`src/rtl/reg_writeback_queue_pkg.sv`:
```
// Shared types and constants for the register write-back queue.
package regwb_pkg;

  localparam int DATA_W = 64;
  localparam int ADDR_W = 5;
  localparam logic [ADDR_W-1:0] ZERO_REG = 5'd31;

  typedef struct packed {
    logic              valid;
    logic [ADDR_W-1:0] rd;
    logic [DATA_W-1:0] data;
  } wb_entry_t;

endpackage

```
`src/rtl/reg_writeback_queue_wb_match.sv`:
```
// Per-read-port lookup over the queued writes: any-hit plus youngest-hit data.
// Youngest-hit data path exists only when REGWB_FORWARDING_EN is defined.
module wb_match
  import regwb_pkg::*;
#(
  parameter int DEPTH = 4,
  localparam int PW = $clog2(DEPTH),
  localparam int CW = PW + 1
) (
  input  wb_entry_t         entries [DEPTH],
  input  logic [PW-1:0]     head,
  input  logic [CW-1:0]     count,
  input  logic [ADDR_W-1:0] readReg,
  output logic              hit,
  output logic [DATA_W-1:0] data
);

  logic [PW-1:0] idx;

  // Walk oldest to youngest so the last match seen is the youngest one.
  always_comb begin
    hit  = 1'b0;
    data = '0;
    idx  = '0;
    for (int i = 0; i < DEPTH; i++) begin
      idx = head + PW'(i);
      if ((CW'(i) < count) && entries[idx].valid &&
          (entries[idx].rd == readReg) && (readReg != ZERO_REG)) begin
        hit = 1'b1;
`ifdef REGWB_FORWARDING_EN
        data = entries[idx].data;
`endif
      end
    end
  end

`ifndef REGWB_FORWARDING_EN
  logic unusedData;
  always_comb begin
    unusedData = 1'b0;
    for (int i = 0; i < DEPTH; i++) unusedData = unusedData ^ (^entries[i].data);
  end
`endif

endmodule

```
`src/rtl/reg_writeback_queue.sv`:
```
// Write-back queue feeding the 32x64 register file, with decode hazard lookup.
// Optional bypass data on fwd_* ports when REGWB_FORWARDING_EN is defined.
module reg_writeback_queue
  import regwb_pkg::*;
#(
  parameter int DEPTH = 4,
  localparam int PW = $clog2(DEPTH),
  localparam int CW = PW + 1
) (
  input  logic              clk,
  input  logic              reset,
  input  logic              in_valid,
  output logic              in_ready,
  input  logic [ADDR_W-1:0] in_reg,
  input  logic [DATA_W-1:0] in_data,
  output logic              RegWrite,
  output logic [ADDR_W-1:0] WriteRegister,
  output logic [DATA_W-1:0] WriteData,
  input  logic [ADDR_W-1:0] ReadRegister1,
  input  logic [ADDR_W-1:0] ReadRegister2,
  output logic              hazard1,
  output logic              hazard2,
  output logic [CW-1:0]     count,
  output logic              fwd_valid1,
  output logic              fwd_valid2,
  output logic [DATA_W-1:0] fwd_data1,
  output logic [DATA_W-1:0] fwd_data2
);

  wb_entry_t     entries [DEPTH];
  logic [PW-1:0] head;
  logic [PW-1:0] tail;
  logic          push;
  logic          pop;
  logic          hit1;
  logic          hit2;
  logic [DATA_W-1:0] matchData1;
  logic [DATA_W-1:0] matchData2;

  // Handshake: a transfer happens on the edge where in_valid && in_ready; in_ready
  // depends only on count, and XZR results complete the handshake but are dropped.
  assign in_ready = (count != CW'(DEPTH));
  assign push     = in_valid && in_ready && (in_reg != ZERO_REG);
  // Gated by reset so a flush never lets a pending entry reach the register file.
  assign pop      = (count != '0) && !reset;

  always_ff @(posedge clk) begin
    if (reset) begin
      head  <= '0;
      tail  <= '0;
      count <= '0;
      for (int i = 0; i < DEPTH; i++) entries[i].valid <= 1'b0;
    end else begin
      if (pop) begin
        entries[head].valid <= 1'b0;
        head <= head + 1'b1;
      end
      if (push) begin
        entries[tail] <= '{valid: 1'b1, rd: in_reg, data: in_data};
        tail <= tail + 1'b1;
      end
      if (push && !pop)      count <= count + 1'b1;
      else if (pop && !push) count <= count - 1'b1;
    end
  end

  assign RegWrite      = pop;
  assign WriteRegister = pop ? entries[head].rd   : ZERO_REG;
  assign WriteData     = pop ? entries[head].data : '0;

  wb_match #(.DEPTH(DEPTH)) u_match1 (
    .entries(entries), .head(head), .count(count),
    .readReg(ReadRegister1), .hit(hit1), .data(matchData1)
  );

  wb_match #(.DEPTH(DEPTH)) u_match2 (
    .entries(entries), .head(head), .count(count),
    .readReg(ReadRegister2), .hit(hit2), .data(matchData2)
  );

  assign hazard1   = hit1;
  assign hazard2   = hit2;
  assign fwd_data1 = matchData1;
  assign fwd_data2 = matchData2;
`ifdef REGWB_FORWARDING_EN
  assign fwd_valid1 = hit1;
  assign fwd_valid2 = hit2;
`else
  assign fwd_valid1 = 1'b0;
  assign fwd_valid2 = 1'b0;
`endif

endmodule

```
`config.mk`:
```
export PLATFORM = sky130hd
export DESIGN_NAME = reg_writeback_queue
export DESIGN_NICKNAME = d
export VERILOG_FILES = /design/src/rtl/reg_writeback_queue_pkg.sv /design/src/rtl/reg_writeback_queue_wb_match.sv /design/src/rtl/reg_writeback_queue.sv
export SDC_FILE = /design/constraint.sdc
export NUM_CORES = 1
export LEC_CHECK = 0
export CAP_MARGIN = 25
export CORE_ASPECT_RATIO = 0.9
export CORE_MARGIN = 5
export CORE_UTILIZATION = 50
export DETAILED_ROUTE_END_ITERATION = 10
export HOLD_SLACK_MARGIN = 0.05
export PLACE_DENSITY = 0.77
export SETUP_SLACK_MARGIN = 0.15
export SYNTH_ARGS = -nofsm -noshare
export SYNTH_HDL_FRONTEND = slang
export SYNTH_SLANG_ARGS = --single-unit
```
`constraint.sdc`:
```
create_clock -name clk -period 7.8 [get_ports clk]
set_input_delay 1.56 -clock clk [delete_from_list [all_inputs] [get_ports clk]]
set_output_delay 1.56 -clock clk [all_outputs]
set_load 0.005 [all_outputs]
```
==> results of run 1 <==
[cells by family after synthesis]
group | after synthesis
buf+inv | 239
xor+xnor | 43
compound gates | 24
flops | 287
mux | 106
other cells | 1
fa+ha+maj | 13
simple gates | 395
[layer usage]
metal,vias up,part of all wire [%]
met5,-,0.082
met4,4,1.8
met3,45,6.3
met2,299,51
met1,4436,41
li1,4108,-
[power by group]
group          leakage [uW]  total, uW  internal (uW)  switching [uW]
sequential          0.00248       1960           1850             107
clock              0.000488       1430            842             591
combinational       0.00386       1750            879             867
total               0.00683       5140           3570            1560
[worst max path at each step]
stage                    endpoint  slack (ps)
floorplan            entries[210]        1790
global placement     WriteData[0]        2030
global route        WriteData[22]        1890
CTS                 WriteData[56]        1880
detailed placement  WriteData[56]        1890
finish              WriteData[26]        2110
[worst max-delay path: stages]
cell and delay (ps):
clkdlybuf4s50_1 830, nand2b_1 380, inv_2 430, buf_16 230
and2_1 150, clkdlybuf4s50_1 520
[through the flow]
step	setup WS, ps	instance area, um2	hold WS, ps	std cells	power [uW]
finish	2109	17560	554.3	1643	5136
global route	1888	17560	606.2	1643	5396
CTS	1878	17510	548.4	1640	5168
detailed placement	1892	16500	537.9	1584	3736
global placement	2033	16500	543.4	1584	3713
floorplan	1786	15630	496.2	1237	3169
[flip-flops by register name, indices dropped and copies added (netlist names)]
register / cells
entries: 280
tail: 2
count: 3
head: 2
[final cells by class]
cell class,count,share of cell area [%]
diodes,1,0.01425
flip-flops and latches,287,48.49
repair buffers,176,10.06
clock inverters,23,1.396
multi-input cells,711,32.64
inverters,9,0.1923
well taps,403,2.871
clock buffers,33,4.339
[cells in the mapped netlist, drive strengths merged, types with 2 or more instances]
cell / number
o22ai: 2
xor2: 14
nand2b: 7
ha: 13
clkbuf: 78
o221ai: 2
xnor2: 29
o2111ai: 2
buf: 152
a21oi: 7
nor2b: 4
mux2i: 27
a31oi: 3
edfxtp: 276
and2: 68
nand4: 5
dfxtp: 11
nand2: 8
mux4: 79
and3: 277
nor3: 5
nor3b: 2
nor2: 15
o21ai: 3
inv: 9
nor4: 2
[cell usage in the layout, fill, tap and decap left out, drive strengths merged, types with 15 or more instances in the layout]
cell type / netlist / final
edfxtp: 276 / 276
conb: 1 / 130
nor2: 15 / 15
xnor2: 29 / 29
and2: 68 / 68
clkbuf: 78 / 33
mux4: 79 / 79
clkdlybuf4s50: 0 / 157
and3: 277 / 277
mux2i: 27 / 27
clkinv: 0 / 15
buf: 152 / 19
==> results.toml, run 1 <==
[outcome]
status = "completed"

[place]
globalplace.congestion = 0.8617
port_buffers = 157
place.detailed.hpwl_mm = 19.30

[synth]
synth_edf_count = 276
synth-seq-cells = 287
syn_area_per_cell_um2 = 13.67
synthAdderAreaFrac_pct = 1.074
synth-async-reset-ratio_pct = 0
ys.flop_type = "edfxtp_1"
synth_top_family_by_area = "simple AND/OR/NAND/NOR gates"
synth.area.top_cells = "edfxtp_1 (55%), and3_1 (11%), mux4_2 (11%), buf_4 (6.4%), and2_1 (2.8%)"
synth-seq-area-share_pct = 56.18
netlist.area_leader.share_pct = 54.73
yosysTopAreaCell = "edfxtp_1"
synth_compound_area_share_pct = 1.074
syn-cell-area_um2 = 15140
synthCells = 1108
synth_mux_area_share_pct = 13.71
synth.distinct_cells = 41
synth_warnings = 0
synth-simple-area-share_pct = 15.93
synth_xor_xnor_area_share_pct = 2.487

[min_path]
hp-class = "reg2reg"
hold_depth = 2
holdPathEnd = "entries[279]"
min_from = "entries[279]"

[setup_path]
cp-end-kind = "primary output"
cp.arrival_ps = 4130
reg2reg_to = "entries[218]"
worst-r2r-cell-count = 9
critPathMaxFanout = 36
crit_type = "in2out"
r2r_start = "count[0]"
cp-start-kind = "primary input"
r2r_slack_ps = 4580
crit_path_start = "reset"
worstPathRequired_ps = 6240

[detailed_routing]
post-route-drc-count = 0
via_per_inst = 5.412
postRouteAntennaNets = 0
vias = 8892
wl_per_cell_um = 20.11
firstDrtPassIters = 4
first_iter_violations = 638
wirelength_mm = 33.05

[layout]
area_growth_pct = 15.98
n_fill_cell = 2411
seqCellArea_um2 = 8516
postLayoutCoreUtil_pct = 58.78
drive_gt1_share_pct = 12.43
finalNetCount = 1310
multiInputGateArea_um2 = 5733

[timing]
clock_skew_ps = 27.38
slew-limit-headroom_pct = 29.88
hold_viol = 0
finalCriticalPeriod_ps = 5691
tns_ps = 0
final_max_slew_viol_count = 0
setup_violations = 0
max_freq_mhz = 175.7
tightest_slew_ps = 1052
timing.final.crit_share_pct = 72.96
rsz0062_at_grt = "false"

[floorplanning]
die_h_um = 175.1
rows = 60
ios = 288
core_um2 = 29880
die_w_um = 193.4
die_area_um2 = 33870
initial_core_util_pct = 50.68

[cts]
cts_resized = 0
ctsHoldBuffers = 0
cts_root_buf = "clkbuf_16"
cts_setup_buffers = 0
cts.sink_count = 287
cts_tree = "done"
clockBufferDepth = 3
cts_max_level = 1
clk_pin_slew_ps = 60
cts_buffers = 30
clock_latency_ps = 570

[global_routing]
met2_usage_pct = 32.49
antenna_found_initial = 3
grt_max_degree = 143
first_global_vias = 9073
grt_util_met1_pct = 25.26
busiest_layer = "met2"
met3_usage_pct = 3.181
grt_pass1_wl_mm = 51.34
grt.total_usage_pct = 18.72
grt_overflow = 0

[power_and_ir_drop]
peakVddDrop_mv = 0.1771
leakage_uw = 0.006831
pwr_density_cell_nw_per_um2 = 292.4

[flow_run]
maxCapViolCount = 0
(Power assumes the default switching activity.)
==> run 2: changes to the inputs <==
Settings changed: CORE_UTILIZATION 50 to 48, PLACE_DENSITY 0.77 to 0.78.
Clock period 7.8 ns to 5.2 ns, I/O delays scaled along.
==> results.toml, run 2 (same netlist as run 1, synthesis figures left out) <==
[setup_path]
cp_num_buf_inv = 2
path_delay_family = "buffers and inverters"
slowest_delay_ps = 700
slowest_stage = "mux4_1"
cp.arrival_ps = 3510
worstPathRequired_ps = 4160
cp-start-kind = "register"
cp_cell_sequence = "buf_4 > mux4_1 > xnor2_1 > nand4_1 > nor3_1 > a31oi_1 > a22oi_1 > clkdlybuf4s50_1"
critPathMaxFanout = 27
crit_type = "reg2out"
cp-end-kind = "primary output"

[timing]
hold_viol = 0
clock_skew_ps = 5.567
setup_violations = 0
tightest_slew_ps = 847.7
slew-limit-headroom_pct = 43.49
final_max_slew_viol_count = 0
timing.final.crit_share_pct = 87.56
finalCriticalPeriod_ps = 4553
max_freq_mhz = 219.6
rsz0062_at_grt = "false"
tns_ps = 0

[place]
place.detailed.hpwl_mm = 19.46
globalplace.congestion = 0.9450
port_buffers = 157

[cts]
cts_max_level = 1
cts.sink_count = 287
clockBufferDepth = 3
cts_resized = 0
cts_buffers = 30
clock_latency_ps = 550
cts_setup_buffers = 0
clk_pin_slew_ps = 60
cts_tree = "done"
ctsHoldBuffers = 0
cts_root_buf = "clkbuf_16"

[detailed_routing]
firstDrtPassIters = 5
vias = 8951
post-route-drc-count = 0
wirelength_mm = 33.58
wl_per_cell_um = 20.38
postRouteAntennaNets = 0
first_iter_violations = 626
via_per_inst = 5.431

[power_and_ir_drop]
p_switching_uw = 2314
p_clk_share_pct = 25.9
combPwrFrac_pct = 36.1
internal-power_uw = 5200
peakVddDrop_mv = 0.3435
switching_share_pct = 30.80
p_seq_share_pct = 38.1
pwr_density_cell_nw_per_um2 = 430.8
leakage_uw = 0.006769

[layout]
drive_gt1_share_pct = 11.71
postLayoutCoreUtil_pct = 56.29
regMostFlops = "entries"
final_common_cell = "and3_1"
area_growth_pct = 15.18
reg_top3 = "entries x280, count x3"
finalNetCount = 1312
largest_register_ff_count = 280
most-common-layout-cells = "and3_1 (277), edfxtp_1 (276), clkdlybuf4s50_1 (157), conb_1 (130), mux4_2 (74)"

[floorplanning]
rows = 61
die_area_um2 = 35210
die_w_um = 197.2
die_h_um = 178.5
ios = 288
core_um2 = 30990
initial_core_util_pct = 48.87

[global_routing]
grt_util_met1_pct = 25.27
grt.total_usage_pct = 18.48
met2_usage_pct = 31.04
grt_overflow = 0
grt_pass1_wl_mm = 51.67
antenna_found_initial = 3
first_global_vias = 9106
grt_max_degree = 105
met3_usage_pct = 3.626
busiest_layer = "met2"

[min_path]
hp-class = "reg2reg"

[flow_run]
maxCapViolCount = 0

[outcome]
status = "completed"
[run 2: cell count changes in the layout (fill, tap and decap cells not counted)]
cell / delta
buf_12: +2
buf_16: -2
buf_4: +2
bufinv_16: -3
clkbuf_1: +8
clkinv_16: -1
clkinv_2: -4
clkinv_8: +1
clkinvlp_4: -2
inv_6: -1
inv_8: -1
[run 2: per-layer routing]
layer	wire [um]	up-vias
li1	-	4112
met1	13810	4512
met2	17090	279
met3	2089	44
met4	573	4
met5	23	-
[run 2: tightest hold or removal path, stage by stage, from the launching register on]
cell	delay (ps)
dfxtp_1	340
a21oi_1	130
nor2_1	40
[run 2: layout make-up]
type,count,area (um2)
Inverter,9,33.78
Clock inverter,12,86.33
Fill cell,2557,13550
Clock buffer,41,792.0
Timing Repair Buffer,178,1767
Antenna cell,1,2.502
Sequential cell,287,8516
Tap cell,409,511.7
Multi-Input combinational cell,711,5733
[run 2: worst paths after layout]
path | start | endpoint | slack (ps) | cells past startpoint
worst max-delay path | head[0] | hazard2 | 650 | 8
worst min-delay path | entries[279] | entries[279] | 550 | 2
worst max register to register | count[0] | entries[168] | 2110 | 8
worst min register to register | entries[279] | entries[279] | 550 | 2
[run 2: through the flow]
step           std cells  hold WS, ps  total power (uW)  cell area [um2]  worst slack [ps]
2_1_floorplan       1237        496.1              4745            15640              1041
6_report            1648        548.4              7514            17440             647.1
5_1_grt             1648        590.8              7909            17440             407.7
3_5_place_dp        1594        540.3              5646            16560              1122
3_3_place_gp        1594        535.2              5604            16560              1181
4_1_cts             1647        550.6              7592            17440             598.8
[run 2: power groups by stage]
stage / clock (uW) / combinational, uW / sequential (uW)
after floorplan: 0 / 1870 / 2880
after global placement: 0 / 2710 / 2900
after detailed placement: 0 / 2740 / 2910
after CTS: 1980 / 2750 / 2860
after global routing: 2080 / 2950 / 2880
final: 1940 / 2710 / 2860
